## src/rtl/mult_pkg.sv

```systemverilog
// Shared encodings and sizes for the shift-and-add multiplier.
// FSM state encoding plus the fixed operand width and iteration count.
package mult_pkg;

   localparam int MULT_WIDTH = 32;
   localparam int MULT_ITERS = 32;
   localparam int MULT_CNT_W = 5;

   typedef enum logic [1:0] {
      IDLE = 2'b00,
      RUN  = 2'b01,
      DONE = 2'b10
   } state_e;

endpackage

```

## src/rtl/ripple_adder32.sv

```systemverilog
// 32-bit ripple-carry adder shared by the sequential multiplier.
// Carry is chained bit by bit; cout is the carry out of bit 31.
module ripple_adder32 (
   input  logic [31:0] x,
   input  logic [31:0] y,
   input  logic        cin,
   output logic [31:0] s,
   output logic        cout
);

   always_comb begin
      logic c;
      c = cin;
      s = '0;
      for (int i = 0; i < 32; i++) begin
         s[i] = x[i] ^ y[i] ^ c;
         c    = (x[i] & y[i]) | (c & (x[i] ^ y[i]));
      end
      cout = c;
   end

endmodule

```

## src/rtl/shift_add_mult32.sv

```systemverilog
// Sequential 32x32 unsigned shift-and-add multiplier, 64-bit product.
// Optional overflow flag (product[63:32] != 0) under MULT_OVF_FLAG_EN.
module shift_add_mult32
   import mult_pkg::*;
#(
   parameter int WIDTH = MULT_WIDTH
) (
   input  logic               clk,
   input  logic               rst_n,
   input  logic               start,
   input  logic [WIDTH-1:0]   a,
   input  logic [WIDTH-1:0]   b,
   output logic               busy,
   output logic               done,
   output logic [2*WIDTH-1:0] product
`ifdef MULT_OVF_FLAG_EN
  ,output logic               ovf
`endif
);

   localparam int CNT_W = $clog2(WIDTH);

   state_e             state_q, state_d;
   logic [WIDTH-1:0]   hi_q, hi_d;
   logic [WIDTH-1:0]   lo_q, lo_d;
   logic [WIDTH-1:0]   mcand_q, mcand_d;
   logic [CNT_W-1:0]   cnt_q, cnt_d;
   logic [2*WIDTH-1:0] prod_q, prod_d;

   logic [WIDTH-1:0]   add_y;
   logic [WIDTH-1:0]   add_s;
   logic               add_co;
   logic [2*WIDTH-1:0] shifted;

   assign add_y = lo_q[0] ? mcand_q : '0;

   ripple_adder32 u_adder (
      .x    (hi_q),
      .y    (add_y),
      .cin  (1'b0),
      .s    (add_s),
      .cout (add_co)
   );

   // {Cout,S,lo} shifted right by one; the dropped bit is lo[0]
   assign shifted = {add_co, add_s, lo_q[WIDTH-1:1]};

   always_comb begin
      state_d = state_q;
      hi_d    = hi_q;
      lo_d    = lo_q;
      mcand_d = mcand_q;
      cnt_d   = cnt_q;
      prod_d  = prod_q;
      unique case (state_q)
         IDLE: begin
            if (start) begin
               mcand_d = a;
               lo_d    = b;
               hi_d    = '0;
               cnt_d   = '0;
               state_d = RUN;
            end
         end
         RUN: begin
            hi_d  = shifted[2*WIDTH-1:WIDTH];
            lo_d  = shifted[WIDTH-1:0];
            cnt_d = cnt_q + 1'b1;
            if (cnt_q == CNT_W'(MULT_ITERS - 1)) begin
               prod_d  = shifted;
               state_d = DONE;
            end
         end
         DONE: state_d = IDLE;
         default: state_d = IDLE;
      endcase
   end

   always_ff @(posedge clk or negedge rst_n) begin
      if (!rst_n) begin
         state_q <= IDLE;
         hi_q    <= '0;
         lo_q    <= '0;
         mcand_q <= '0;
         cnt_q   <= '0;
         prod_q  <= '0;
      end else begin
         state_q <= state_d;
         hi_q    <= hi_d;
         lo_q    <= lo_d;
         mcand_q <= mcand_d;
         cnt_q   <= cnt_d;
         prod_q  <= prod_d;
      end
   end

`ifdef MULT_OVF_FLAG_EN
   logic ovf_q;

   always_ff @(posedge clk or negedge rst_n) begin
      if (!rst_n) begin
         ovf_q <= 1'b0;
      end else if (state_q == RUN && cnt_q == CNT_W'(MULT_ITERS - 1)) begin
         ovf_q <= |shifted[2*WIDTH-1:WIDTH];
      end
   end

   assign ovf = ovf_q;
`endif

   assign busy    = (state_q != IDLE);
   assign done    = (state_q == DONE);
   assign product = prod_q;

endmodule
```

## config.mk

```make
export PLATFORM = sky130hd
export DESIGN_NAME = shift_add_mult32
export DESIGN_NICKNAME = d
export VERILOG_FILES = /design/src/rtl/mult_pkg.sv /design/src/rtl/ripple_adder32.sv /design/src/rtl/shift_add_mult32.sv
export SDC_FILE = /design/constraint.sdc
export NUM_CORES = 1
export LEC_CHECK = 0
export BUFFER_PORTS_ARGS = -buffer_cell sky130_fd_sc_hd__buf_2
export CORE_MARGIN = 2
export CORE_UTILIZATION = 30
export DETAILED_ROUTE_END_ITERATION = 8
export RECOVER_POWER = 50
export SYNTH_ARGS = -nofsm -noshare
export SYNTH_HDL_FRONTEND = slang
export SYNTH_SLANG_ARGS = --single-unit
```

## constraint.sdc

```tcl
create_clock -name clk -period 20.2 [get_ports clk]
set_input_delay 1.01 -clock clk [delete_from_list [all_inputs] [get_ports clk]]
set_output_delay 1.01 -clock clk [all_outputs]
set_load 0.02 [all_outputs]
```

==> impl_metrics.py <==
metrics = {
    "run_status": {
        "status": "finished, violations left",
        "violations": "capacitance limit, slew limit",
    },
    "layout": {
        "multi_input_area_mm2": 0.00274,
        "utilization_pct": 36.4,
        "final_layout_size_suffix_gt1_share_pct": 17.2,
        "syn_to_final_growth_pct": 18.8,
        "final_nets": 901,
        "seq_area_mm2": 0.00418,
        "fill_cells": 2428,
        "antennaDiodeCount": 0,
    },
    "worst_setup_path": {
        "critPathMaxStageDelay_ns": 1.12,
        "r2r.worst_path.cells": 35,
        "cp_max_fo": 33,
        "crit_start": "lo_q[0]",
        "cp_data_required_time_ns": 20.36,
        "slowest_stage": "dfrtp_1",
        "r2r-end": "product[62]",
        "cp_common_cell": "fa_1",
        "reg2reg_from": "lo_q[0]",
        "endpoint_kind": "flop",
        "arrival_ns": 15.13,
        "ff2ff_setup_slack_ns": 5.24,
        "path_class": "flop to flop",
        "cp-start-kind": "flop",
    },
    "die": {
        "die-area_mm2": 0.0254,
        "die_h_um": 159,
        "core.rowCount": 56,
        "core-area_mm2": 0.0236,
        "io_pins": 133,
        "initial_core_util_pct": 30.7,
        "die_x_um": 159,
    },
    "synth": {
        "synth_top_family_by_area": "simple AND/OR/NAND/NOR gates",
        "synth_compound_area_share_pct": 7.34,
        "synth-simple-area-share_pct": 16.1,
        "synth_mux_area_share_pct": 5.11,
        "ys_warn_count": 0,
        "syn_avg_cell_area_um2": 10.5,
        "ys_seq_elements": 167,
        "synth_area_mm2": 0.00725,
        "synth-seq-area-share_pct": 57.7,
        "synth_fa_ha_area_share_pct": 9.08,
        "synth_xor_area_share_pct": 0,
        "syn-instance-count": 689,
        "synth.distinct_cells": 27,
        "syn_nets": 790,
    },
    "cts": {
        "cts_sinks": 167,
        "root_buffer": "clkbuf_16",
        "holdBufCountCts": 0,
        "clk_pin_slew_ns": 0.07,
        "h-tree-depth": 4,
        "cts_tree": "yes",
        "clkLatencyLatePin_ns": 0.42,
        "cts_buffers": 17,
        "post-cts-setup-buffers": 0,
        "clk_path_buf_depth": 2,
        "cts.repair.resized": 0,
    },
    "hold_path": {
        "hold_end": "cnt_q[3]",
        "min_path_type": "flop to flop",
        "min_from": "cnt_q[3]",
        "worstHoldPathCells": 1,
    },
    "pwr": {
        "seqPwrFrac_pct": 40.2,
        "clkPwrFrac_pct": 20.3,
        "intPower_mw": 0.886,
        "power_frac_comb_pct": 39.4,
        "swShare_pct": 40.4,
        "cellLeakagePower_nw": 3.93,
        "max-vdd-ir-drop_mv": 0.0664,
        "power_density_mw_per_mm2": 173,
        "switchingPower_mw": 0.601,
    },
    "grt": {
        "grt_max_degree": 103,
        "grt_pass1_wl_um": 27400,
        "grt_pass1_vias": 5221,
        "track_usage_pct": 13.4,
        "overflow": 0,
        "antenna_found_initial": 0,
    },
    "detailed_routing": {
        "dr.pass1.iters": 4,
        "drt-wirelength-per-cell_um": 14.4,
        "wirelength_um": 16300,
        "ant_nets": 0,
        "vias": 5109,
        "drt_iter0_drc": 191,
        "drc_errors": 0,
        "via_per_inst": 4.51,
    },
    "sta": {
        "setup_tns_ns": 0,
        "slew_headroom_pct": -269,
        "drv_slew": 221,
        "hold_viol": 0,
        "period_share_pct": 74.1,
        "setup-violations-final": 0,
        "finClkSkew_ns": 0.00779,
        "rsz0062_at_grt": "no",
        "fmax_ghz": 0.0668,
        "holdWs_ns": 0.472,
        "max_slew.worst_pin.slew_ns": 5.53,
        "min_period_ns": 14.96,
    },
    "placement": {
        "dpl.hpwl_um": 10600,
        "portBuffers": 132,
        "gp_congestion": 0.728,
    },
    "job": {
        "maxCapViolCount": 3,
    },
}
[state kept, by name, summed over array words and instances (netlist names)]
signal,flops
product,64
lo_q,32
cnt_q,5
mcand_q,32
state_q,2
hi_q,32
[layer usage]
layer,up-vias,routed length (um),global-route usage [%]
met2,105,7830,21.7
met4,0,240,4.55
met3,15,580,2.60
li1,2494,-,-
met5,-,0,0
met1,2495,7660,18.0
[layout by cell type, fill, tap and decap left out]
| master | Yosys | layout |
|---|---|---|
| nand2b_4 | 0 | 1 |
| nor2b_2 | 0 | 1 |
| nand2_1 | 165 | 165 |
| clkbuf_8 | 0 | 1 |
| nor2b_1 | 2 | 1 |
| nand3b_1 | 3 | 3 |
| buf_2 | 28 | 67 |
| ha_1 | 3 | 3 |
| or2_2 | 1 | 1 |
| o22ai_1 | 31 | 31 |
| inv_1 | 33 | 33 |
| clkbuf_16 | 0 | 17 |
| clkinv_2 | 0 | 4 |
| clkbuf_1 | 15 | 67 |
| clkinvlp_4 | 0 | 5 |
| nor3_1 | 31 | 31 |
| inv_6 | 0 | 3 |
| or3b_1 | 1 | 1 |
| clkinv_4 | 0 | 2 |
| nor2_1 | 31 | 31 |
| mux2_2 | 32 | 32 |
| and2_1 | 1 | 1 |
| buf_4 | 0 | 5 |
| nor3b_2 | 0 | 1 |
| dfrtp_1 | 167 | 167 |
| a22oi_1 | 1 | 1 |
| o21ai_1 | 3 | 3 |
| fa_1 | 31 | 31 |
| and3_1 | 1 | 1 |
| o21ai_0 | 63 | 63 |
| mux2i_1 | 1 | 1 |
| nand3_1 | 38 | 38 |
| nand4_1 | 1 | 1 |
[kinds of logic after synthesis]
logic type      Yosys count
simple gates            277
flops                   167
compound gates           98
buf+inv                  80
fa+ha+maj                34
mux                      33
[cells in the mapped netlist]
library cell | number | area share, %
or2_2 | 1 | 0.086
nor3_1 | 31 | 2.1
nand2b_1 | 1 | 0.086
and3_1 | 1 | 0.086
fa_1 | 31 | 8.6
o21ai_1 | 3 | 0.21
nor3b_1 | 1 | 0.10
buf_1 | 3 | 0.16
clkbuf_1 | 15 | 0.78
nor2b_1 | 2 | 0.17
a22oi_1 | 1 | 0.10
buf_6 | 1 | 0.16
buf_2 | 28 | 1.9
nand3_1 | 38 | 2.6
ha_1 | 3 | 0.52
or3b_1 | 1 | 0.12
dfrtp_1 | 167 | 58
inv_1 | 33 | 1.7
mux2_2 | 32 | 5.0
nand3b_1 | 3 | 0.31
nor2_1 | 31 | 1.6
nand2_1 | 165 | 8.5
and2_1 | 1 | 0.086
o21ai_0 | 63 | 4.4
o22ai_1 | 31 | 2.7
nand4_1 | 1 | 0.086
mux2i_1 | 1 | 0.14
[power groups by stage]
stage | registers [mW] | clock network [mW] | logic, mW
after global routing | 0.621 | 0.329 | 0.676
after global placement | 0.599 | 0 | 0.598
final | 0.598 | 0.302 | 0.586
after CTS | 0.598 | 0.315 | 0.619
after detailed placement | 0.602 | 0 | 0.616
after floorplan | 0.636 | 0 | 0.379
[through the flow]
| stage | area (um2) | setup WS (ns) | power (mW) | instances |
|---|---|---|---|---|
| finish | 8610 | 5.24 | 1.49 | 1132 |
| global route | 8610 | 4.61 | 1.63 | 1132 |
| CTS | 8700 | 5.15 | 1.53 | 1132 |
| detailed placement | 8160 | 5.24 | 1.22 | 1100 |
| global placement | 8160 | 5.47 | 1.20 | 1100 |
| floorplan | 7250 | 6.45 | 1.02 | 689 |
[worst max-delay path: cells and delay by family (launching register included)]
kind / cells / cell delay [ns]
adder cells (fa/ha/maj): 32 / 13.16
flip-flops: 1 / 1.12
AND/OR/NAND/NOR: 1 / 0.25
AO/OA/AOI/OAI: 1 / 0.10
buffers and inverters: 1 / 0.05
[worst max path at each step]
stage	end	slack [ns]	cells past startpoint
after floorplan	product[62]	6.45	35
after global placement	hi_q[30]	5.47	35
after detailed placement	hi_q[30]	5.24	35
after CTS	product[62]	5.15	35
after global routing	product[62]	4.61	35
final	product[62]	5.24	35
[area by class of cell]
class / instances / share of cell area [%]
Clock buffer: 18 / 5.10
Clock inverter: 14 / 1.18
Inverter: 33 / 1.44
Multi-Input combinational cell: 442 / 31.8
Sequential cell: 167 / 48.6
Tap cell: 319 / 4.64
Timing Repair Buffer: 139 / 7.26
Note: power is estimated with default switching activity, not from simulation.
